==> src/rtl/mem_arb.sv <==
// mem_arb: two-master arbiter between the pipeline's instruction-fetch (IF)
// and load/store (LS) request channels and a single-port memory with a fixed
// read latency. A tag pipeline follows every accepted access so that the
// response produced MEM_LATENCY cycles later is routed back to its owner.
//
// Handshake: a request transfers in any cycle where valid && ready are both
// high. Requesters hold their payload stable until accepted. A ready output
// never depends on its own requester's valid, only on the other master's
// valid and the arbitration state.
//
// Ports:
//   clk, arst_n          clock, asynchronous active-low reset
//   if_req_*             fetch request channel (valid/ready/addr)
//   if_flush             drop every fetch response still in flight
//   if_rsp_*             fetch response (valid/data), cannot be stalled
//   ls_req_*             load/store request (valid/ready/we/mask/addr/wdata)
//   ls_rsp_*             load data or store acknowledge (data 0 for stores)
//   mem_*                downstream access, memory always accepts;
//                        mem_rdata valid MEM_LATENCY cycles after a request
module mem_arb #(
    parameter int DATA_WIDTH    = 32,
    parameter int ADDR_WIDTH    = 32,
    parameter int MEM_LATENCY   = 1,
    parameter int DATA_PRIORITY = 1
) (
    input  logic                    clk,
    input  logic                    arst_n,
    input  logic                    if_req_valid,
    output logic                    if_req_ready,
    input  logic [ADDR_WIDTH-1:0]   if_req_addr,
    input  logic                    if_flush,
    output logic                    if_rsp_valid,
    output logic [DATA_WIDTH-1:0]   if_rsp_data,
    input  logic                    ls_req_valid,
    output logic                    ls_req_ready,
    input  logic                    ls_req_we,
    input  logic [DATA_WIDTH/8-1:0] ls_req_mask,
    input  logic [ADDR_WIDTH-1:0]   ls_req_addr,
    input  logic [DATA_WIDTH-1:0]   ls_req_wdata,
    output logic                    ls_rsp_valid,
    output logic [DATA_WIDTH-1:0]   ls_rsp_data,
    output logic                    mem_req_valid,
    output logic                    mem_we,
    output logic [DATA_WIDTH/8-1:0] mem_mask,
    output logic [ADDR_WIDTH-1:0]   mem_addr,
    output logic [DATA_WIDTH-1:0]   mem_wdata,
    input  logic [DATA_WIDTH-1:0]   mem_rdata
);

    localparam int MASK_W = DATA_WIDTH / 8;

    localparam logic OWN_IF = 1'b0;
    localparam logic OWN_LS = 1'b1;

    typedef struct packed {
        logic valid;
        logic owner;
        logic is_write;
    } tag_t;

    logic last_grant_q, last_grant_d;
    logic ls_wins;
    logic if_acc, ls_acc;
    tag_t tag_q [MEM_LATENCY];
    tag_t tag_d [MEM_LATENCY];
    tag_t exit_tag;

    // LS takes a conflict under fixed priority, or in round-robin when IF
    // was the last master served.
    assign ls_wins = (DATA_PRIORITY != 0) || (last_grant_q == OWN_IF);

    // Each ready looks only at the other master's valid, so both are high
    // when idle and exactly one is high during a conflict.
    assign if_req_ready = !ls_req_valid || !ls_wins;
    assign ls_req_ready = !if_req_valid || ls_wins;

    assign if_acc = if_req_valid && if_req_ready;
    assign ls_acc = ls_req_valid && ls_req_ready;

    // Downstream mux
    always_comb begin
        mem_req_valid = if_acc || ls_acc;
        mem_we        = 1'b0;
        mem_mask      = '0;
        mem_addr      = '0;
        mem_wdata     = '0;
        if (ls_acc) begin
            mem_we    = ls_req_we;
            mem_mask  = ls_req_mask;
            mem_addr  = ls_req_addr;
            mem_wdata = ls_req_wdata;
        end else if (if_acc) begin
            mem_mask  = {MASK_W{1'b1}};
            mem_addr  = if_req_addr;
        end
    end

    // Arbitration history moves only on an accepted request.
    always_comb begin
        last_grant_d = last_grant_q;
        if (ls_acc) begin
            last_grant_d = OWN_LS;
        end else if (if_acc) begin
            last_grant_d = OWN_IF;
        end
    end

    // Tag pipeline: stage 0 takes the new access, older tags shift along.
    // A flush kills IF tags as they move; the request accepted in the flush
    // cycle enters stage 0 untouched and survives.
    always_comb begin
        for (int i = 0; i < MEM_LATENCY; i++) begin
            tag_d[i] = '0;
        end
        tag_d[0].valid    = if_acc || ls_acc;
        tag_d[0].owner    = ls_acc ? OWN_LS : OWN_IF;
        tag_d[0].is_write = ls_acc && ls_req_we;
        for (int i = 1; i < MEM_LATENCY; i++) begin
            tag_d[i] = tag_q[i-1];
            if (if_flush && (tag_q[i-1].owner == OWN_IF)) begin
                tag_d[i].valid = 1'b0;
            end
        end
    end

    always_ff @(posedge clk or negedge arst_n) begin
        if (!arst_n) begin
            last_grant_q <= OWN_IF;
            for (int i = 0; i < MEM_LATENCY; i++) begin
                tag_q[i] <= '0;
            end
        end else begin
            last_grant_q <= last_grant_d;
            for (int i = 0; i < MEM_LATENCY; i++) begin
                tag_q[i] <= tag_d[i];
            end
        end
    end

    assign exit_tag = tag_q[MEM_LATENCY-1];

    // The exiting tag pairs with this cycle's mem_rdata. An IF tag exiting
    // during a flush is suppressed here since it never shifts again.
    always_comb begin
        if_rsp_valid = exit_tag.valid && (exit_tag.owner == OWN_IF) && !if_flush;
        ls_rsp_valid = exit_tag.valid && (exit_tag.owner == OWN_LS);
        if_rsp_data  = if_rsp_valid ? mem_rdata : '0;
        ls_rsp_data  = (ls_rsp_valid && !exit_tag.is_write) ? mem_rdata : '0;
    end

endmodule

==> config.mk <==
export PLATFORM = sky130hd
export DESIGN_NAME = mem_arb
export DESIGN_NICKNAME = d
export VERILOG_FILES = /design/src/rtl/mem_arb.sv
export SDC_FILE = /design/constraint.sdc
export NUM_CORES = 1
export LEC_CHECK = 0
export CAP_MARGIN = 20
export CORE_AREA = 5 5 104 106
export CTS_BUF_LIST = sky130_fd_sc_hd__clkbuf_4 sky130_fd_sc_hd__clkbuf_8 sky130_fd_sc_hd__clkbuf_16
export CTS_CLUSTER_DIAMETER = 200
export CTS_CLUSTER_SIZE = 16
export DETAILED_ROUTE_END_ITERATION = 6
export DIE_AREA = 0 0 109 111
export SLEW_MARGIN = 20
export SYNTH_ARGS = -nofsm -noshare
export SYNTH_HDL_FRONTEND = slang
export SYNTH_SLANG_ARGS = --single-unit
==> constraint.sdc <==
create_clock -name clk -period 3.4 [get_ports clk]
set_clock_uncertainty 0.1 [all_clocks]
set_input_delay 0.34 -clock clk [delete_from_list [all_inputs] [get_ports clk]]
set_output_delay 0.34 -clock clk [all_outputs]
set_load 0.01 [all_outputs]
==> results.json, run 1 <==
{
  "largest_reg_flops": 3,
  "cts-buffers-inserted": 3,
  "drt_iter0_drc": 54,
  "yosysTopAreaCellShare": 0.511,
  "p_sw_uw": 180,
  "cellPowerDensity_nw_per_um2": 158,
  "synth_edf_count": 0,
  "gp_congestion": 0.768,
  "die_x_um": 109,
  "grt_overflow": 0,
  "synth-seq-cells": 3,
  "min_path_type": "in2async",
  "crit_path_end_kind": "primary output",
  "synth_most_common_cell": "and2_1",
  "cts_buffer_depth": 2,
  "firstDrtPassIters": 3,
  "status": "finished clean",
  "grt_usage": 0.130,
  "hold_violations": 0,
  "power.leakage_uw": 0.00156,
  "vias_per_cell": 3.85,
  "fin_crit_sh": 0.801,
  "cts_max_level": 1,
  "cts_resized": 0,
  "switching_share": 0.283,
  "cp.required_ns": 2.96,
  "initial_core_util": 0.124,
  "syn_area_um2": 1200,
  "dieHeight_um": 111,
  "fillers": 993,
  "post_cts_buffers": 0,
  "port_buffers": 274,
  "routed_wl_um": 8690,
  "area_growth_pct": 236,
  "post-place-ws_ns": 0.638,
  "startpoint": "if_req_valid",
  "synth_commonest_cells": "and2_1, a22o_1, buf_6",
  "final_max_slew_viol_count": 0,
  "yosysWarnings": 0,
  "power_frac_seq": 0.061,
  "syn_nets": 300,
  "boundaryPins": 276,
  "clkPwrFrac": 0.172,
  "core_region_area_um2": 9680,
  "clockRootBuffer": "clkbuf_8",
  "synth.avg_cell_area_um2": 7.40,
  "clkSinkCount": 3,
  "worst_pin_slew_ns": 0.705,
  "holdBufCountCts": 0,
  "synthArstFlopShare": 1.00,
  "peakVddDrop_v": 0.0000743,
  "crit_path_start_kind": "input pin",
  "totalPowerFinal_uw": 637,
  "synth_top_area_cell": "and2_1",
  "final.setup.worst_slack_ns": 0.677,
  "antenna_found_initial": 5,
  "grt_pass1_vias": 2236,
  "row_count": 36,
  "wl_per_cell_um": 15.6,
  "ys_seq_area_frac": 0.0626,
  "synth_cells": 162,
  "setup_viol": 0,
  "drv_cap": 0,
  "fin_nets": 563,
  "grt_max_degree": 73,
  "path_clk_slew_ns": 0.03,
  "synthTopCellsByArea": "and2_1, a22o_1, buf_6, dfrtp_1, a21o_1",
  "tns_ns": 0,
  "detail-route-antenna-nets": 0,
  "ys.flop_type": "dfrtp_1",
  "p_comb_frac": 0.767,
  "drive_gt1_frac": 0.0283,
  "worstPathMaxFanout": 33,
  "slew_headroom": 0.529,
  "cts_tree": "built",
  "grt_pass1_wl_um": 12500,
  "drc": 0,
  "rsz0062_at_grt": "false",
  "path_class": "in2out",
  "vias": 2143,
  "intPower_uw": 457,
  "fp.dieArea_um2": 12100,
  "fmaxAchievable_mhz": 367,
  "finalCriticalPeriod_ns": 2.72,
  "cp.arrival_ns": 2.28,
  "ys_types": 15,
  "hpwl_um": 7830,
  "antennaDiodeCount": 0
}
critical path, stage by stage:
cell and delay, ns:
clkdlybuf4s50_1 0.47, nor2b_4 0.60, buf_4 0.24, a21o_1 0.08, clkdlybuf4s50_1 0.53
power by group through the flow:
| stage | clock network, uW | registers, uW | logic, uW |
|---|---|---|---|
| detailed placement | 0 | 39.3 | 497 |
| finish | 109 | 38.9 | 489 |
| CTS | 113 | 38.9 | 499 |
| global placement | 0 | 39.3 | 493 |
| floorplan | 0 | 39.1 | 156 |
| global route | 114 | 39.1 | 523 |
cell type report:
type,instances,area (um^2),area share
well taps,133,166,0.0413
flip-flops and latches,3,75.1,0.0186
clock buffers,4,48.8,0.0121
multi-input cells,139,976,0.242
repair buffers,277,2760,0.685
inverters,1,3.75,0.000931
metrics by stage:
step                cell area (um^2)  instances   util  hold slack (ns)
finish                          4030        557  0.416            0.205
global route                    4030        557  0.416            0.217
CTS                             4030        557  0.416            0.204
detailed placement              3980        553  0.411            0.432
global placement                3980        553  0.411            0.432
floorplan                       1200        162      -          -0.0556
cells in the final DEF (no fill, tap or decap):
| master | Yosys | layout |
|---|---|---|
| clkdlybuf4s50_1 | 0 | 273 |
| and2_1 | 98 | 98 |
| dfrtp_1 | 3 | 3 |
| nor3b_4 | 1 | 1 |
| clkbuf_8 | 0 | 3 |
| conb_1 | 1 | 1 |
| nor2b_4 | 1 | 1 |
| buf_2 | 4 | 1 |
| a22o_1 | 32 | 32 |
| a21o_1 | 4 | 4 |
| buf_4 | 1 | 3 |
| or2_2 | 1 | 1 |
| and3b_2 | 1 | 1 |
| clkbuf_4 | 0 | 1 |
| inv_1 | 1 | 1 |
cell families (layout without fill, tap and decap cells):
logic type             after synthesis  count (layout)  synth area share
buffers and inverters               20             282             0.123
DFF                                  3               3            0.0626
other                                1               1           0.00313
AOI/OAI and AO/OA                   36              36             0.259
and+or+nand+nor                    102             102             0.552
per-layer routing:
| layer | global-route usage | share of wire | wire (um) |
|---|---|---|---|
| met1 | 0.118 | 0.32 | 2760 |
| met2 | 0.244 | 0.50 | 4310 |
| met3 | 0.0745 | 0.16 | 1420 |
| met4 | 0.0295 | 0.016 | 138 |
| met5 | 0 | 0.0074 | 64 |
how the worst max path moves through the flow:
stage | cells after the start | endpoint
after global routing | 5 | mem_mask[3]
after floorplan | 3 | if_rsp_data[21]
final | 5 | mem_mask[0]
after detailed placement | 5 | mem_mask[2]
after CTS | 5 | mem_mask[2]
after global placement | 5 | mem_mask[0]
(Power assumes the default switching activity.)
==> inputs of run 2 (changes only) <==
- clock period: 3.4 -> 2.8 ns (I/O delays scaled with it)
==> run 2 against run 1 <==
Compared with the run above:
- non-clock buffer count rose by 1
- largest cell class unchanged
- clock power rose by 28%
- die area unchanged
- combinational power increased by 22%
- worst hold slack got worse by 0.065 ns
- critical path depth unchanged
- sequential share of layout area is essentially flat
==> results.json, run 2 (same netlist as run 1, synthesis figures left out) <==
{
  "cts_resized": 0,
  "tns_ns": 0,
  "post-place-ws_ns": 0.489,
  "routed_wl_um": 8730,
  "path_cells": "clkdlybuf4s50_1, nor3b_4, buf_4, and2_1, clkdlybuf4s50_1",
  "final_cells": 558,
  "antenna_found_initial": 3,
  "worstPathMaxFanout": 33,
  "drive_gt1_frac": 0.0306,
  "core_region_area_um2": 9680,
  "post_cts_buffers": 0,
  "gp_congestion": 0.756,
  "cts_max_level": 1,
  "path_clk_slew_ns": 0.03,
  "fin_crit_sh": 0.831,
  "totalPowerFinal_uw": 785,
  "boundaryPins": 276,
  "power.leakage_uw": 0.00157,
  "grt_overflow": 0,
  "cts_tree": "built",
  "place_inst": 554,
  "detail-route-antenna-nets": 0,
  "final_cell_mix": "clkdlybuf4s50_1, and2_1, a22o_1",
  "finalCriticalPeriod_ns": 2.33,
  "cts-buffers-inserted": 3,
  "hpwl_um": 7820,
  "final.setup.worst_slack_ns": 0.473,
  "drc": 0,
  "crit_path_max_incr_delay_ns": 0.55,
  "final_max_slew_viol_count": 0,
  "crit_path_start_kind": "input pin",
  "dieHeight_um": 111,
  "clkSinkCount": 3,
  "fmaxAchievable_mhz": 430,
  "crit_path_end_kind": "primary output",
  "crit_path_top_delay_cell": "clkdlybuf4s50_1",
  "fin_nets": 564,
  "vias": 2163,
  "cp.arrival_ns": 1.95,
  "path_class": "in2out",
  "holdBufCountCts": 0,
  "status": "finished clean",
  "cp_common_cell": "clkdlybuf4s50_1",
  "vias_per_cell": 3.88,
  "antennaDiodeCount": 0,
  "cellPowerDensity_nw_per_um2": 194,
  "port_buffers": 274,
  "peakVddDrop_v": 0.0000681,
  "layout_commonest_cell": "clkdlybuf4s50_1",
  "fp.dieArea_um2": 12100,
  "grt_max_degree": 40,
  "cts_buffer_depth": 2,
  "setup_viol": 0,
  "rsz0062_at_grt": "false",
  "firstDrtPassIters": 4,
  "hold_violations": 0,
  "drt_iter0_drc": 62,
  "min_path_type": "in2async",
  "cp.required_ns": 2.42,
  "grt_usage": 0.134,
  "grt_pass1_vias": 2293,
  "drv_cap": 0,
  "wl_per_cell_um": 15.6,
  "clockRootBuffer": "clkbuf_8",
  "die_x_um": 109,
  "largest_reg_flops": 3,
  "timing.hold.ws_ns": 0.141,
  "initial_core_util": 0.124,
  "row_count": 36,
  "area_growth_pct": 238,
  "grt_pass1_wl_um": 12800
}
[run 2: final timing paths]
path	endpoint	slack, ns	from
setup / recovery	if_rsp_data[23]	0.47	if_flush
hold / removal	exit_tag[2]	0.14	arst_n
max in group asynchronous	exit_tag[1]	2.32	arst_n
min in group clk	exit_tag[1]	0.17	ls_req_valid
[run 2: cell type report]
class	instances	area, um^2
timing repair buffer	278	2780
multi-input combinational	139	976
inverter	1	3.75
sequential	3	75.1
clock buffer	4	48.8
fill	999	5630
tap	133	166
[run 2: through the flow]
stage | area, um^2 | utilization
4_1_cts | 4050 | 0.418
5_1_grt | 4050 | 0.418
6_report | 4050 | 0.418
3_3_place_gp | 4000 | 0.413
2_1_floorplan | 1200 | -
3_5_place_dp | 4000 | 0.413
[run 2: metal layers]
| layer | global-route usage | vias up | wire (um) |
|---|---|---|---|
| met5 | 0 | - | 34 |
| met4 | 0.0370 | 6 | 89 |
| met3 | 0.0815 | 14 | 1520 |
| met2 | 0.252 | 170 | 4450 |
| met1 | 0.115 | 910 | 2630 |
| li1 | - | 1063 | - |
[run 2: report_power, final]
group / leakage, uW / switching (uW) / internal, uW
registers: 0.0000348 / 1.58 / 45.9
clock network: 0.0000262 / 32.0 / 107
logic: 0.00150 / 194 / 405
[run 2: critical path: cells and delay by family]
kind | cells | cell delay (ns)
AND/OR/NAND/NOR | 2 | 0.38
buffers and inverters | 3 | 1.28
==> inputs of run 3 (changes only) <==
- clock period: 2.8 -> 1.9 ns (I/O delays scaled with it)
==> run 3 against run 2 <==
Compared with the run above:
- utilization down 0.12 points
- combinational power up 38%
- worst setup slack lost 0.40 ns
- non-clock buffer count grew 5
- worst hold slack worse by 0.080 ns
- highest routed layer unchanged
==> results.json, run 3 (same netlist as run 1, synthesis figures left out) <==
{
  "initial_core_util": 0.124,
  "grt_overflow": 0,
  "fp.dieArea_um2": 12100,
  "placed_cell_area_um2": 4060,
  "die_x_um": 109,
  "cp_top_family": "buffers and inverters",
  "drv_cap": 0,
  "path_clk_slew_ns": 0.03,
  "grt_usage": 0.133,
  "clockRootBuffer": "clkbuf_8",
  "crit_path_top_delay_cell": "dfrtp_1",
  "fmaxAchievable_mhz": 548,
  "cts_max_level": 1,
  "grt_max_degree": 39,
  "drt_iter0_drc": 66,
  "path_class": "reg2out",
  "drive_gt1_frac": 0.0419,
  "tns_ns": 0,
  "row_count": 36,
  "antenna_found_initial": 4,
  "antennaDiodeCount": 0,
  "wl_per_cell_um": 15.5,
  "fin_crit_sh": 0.961,
  "area_growth_pct": 237,
  "grt_pass1_vias": 2369,
  "dieHeight_um": 111,
  "multi_input_area_um2": 976,
  "routed_wl_um": 8750,
  "min_path_type": "in2async",
  "final_max_slew_viol_count": 0,
  "finalCriticalPeriod_ns": 1.83,
  "fin_area_um2": 4040,
  "fin_nets": 569,
  "grt_pass1_wl_um": 12600,
  "crit_path_max_incr_delay_ns": 0.40,
  "final-seq-area_um2": 75.1,
  "path_cells": "and3b_2, bufbuf_16, and2_1, clkdlybuf4s15_1",
  "cellPowerDensity_nw_per_um2": 271,
  "cp.required_ns": 1.61,
  "cts_buffer_depth": 2,
  "power.leakage_uw": 0.00192,
  "timing.hold.ws_ns": 0.0608,
  "fillers": 1021,
  "worstPathMaxFanout": 16,
  "cts_tree": "built",
  "hold_violations": 0,
  "firstDrtPassIters": 4,
  "rsz0062_at_grt": "false",
  "post_cts_buffers": 0,
  "crit_buf_inv": 2,
  "final_cell_mix": "clkdlybuf4s50_1, and2_1, dlygate4sd2_1",
  "hpwl_um": 7870,
  "totalPowerFinal_uw": 1100,
  "status": "finished clean",
  "crit_path_end_kind": "primary output",
  "clkSinkCount": 3,
  "vias": 2193,
  "cp.arrival_ns": 1.54,
  "drc": 0,
  "layout_commonest_cell": "clkdlybuf4s50_1",
  "crit_path_start_kind": "flip-flop",
  "setup_viol": 0,
  "boundaryPins": 276,
  "detail-route-antenna-nets": 0,
  "gp_congestion": 0.768,
  "fin_util": 0.417,
  "vias_per_cell": 3.90,
  "largest_reg_flops": 3,
  "cts-buffers-inserted": 3,
  "peakVddDrop_v": 0.000107,
  "port_buffers": 274,
  "core_region_area_um2": 9680,
  "holdBufCountCts": 0
}
## run 3: cell count changes in the layout (fill, tap and decap cells not counted), sizes merged
| cell | delta |
|---|---|
| buf | +4 |
| bufbuf | +1 |
| clkdlybuf4s15 | +16 |
| clkdlybuf4s50 | -101 |
| dlygate4sd2 | +85 |
## run 3: final timing paths
path	from	end	slack, ns	depth (start not counted)
max	exit_tag[1]	ls_rsp_data[2]	0.07	4
min	arst_n	exit_tag[2]	0.06	1
max in group asynchronous	arst_n	exit_tag[1]	1.50	1
min in group clk	ls_req_valid	exit_tag[1]	0.30	2
## run 3: area by class of cell
class	instances	share of cell area
repair buffers	283	0.686
clock buffers	4	0.0121
inverters	1	0.000929
well taps	133	0.0412
multi-input cells	139	0.242
flip-flops and latches	3	0.0186
## run 3: report_power, final
| part | leakage (uW) | internal, uW | total (uW) | switching, uW |
|---|---|---|---|---|
| sequential | 0.0000348 | 67.6 | 69.9 | 2.25 |
| clock | 0.0000262 | 157 | 197 | 40.0 |
| combinational | 0.00185 | 543 | 828 | 285 |
| total | 0.00192 | 768 | 1100 | 327 |
## run 3: metal layers
layer | vias up | track usage | wire (um)
met5 | - | 0 | 42
met1 | 925 | 0.116 | 2660
met2 | 169 | 0.255 | 4450
met3 | 16 | 0.0745 | 1470
li1 | 1075 | - | -
met4 | 8 | 0.0328 | 126
## run 3: what timing repair did
item                                    CTS  global route
resized for setup                       109            10
endpoints found under the setup margin  101            12
hold endpoints to repair                  0             0
pin swaps                                 1             1
cloned                                    1             0
## run 3: stage by stage
stage	setup WS, ns	cells
final	0.0741	563
after floorplan	0.611	162
after detailed placement	-0.163	558
after CTS	0.000934	563
after global placement	-0.120	558
after global routing	0.00484	563
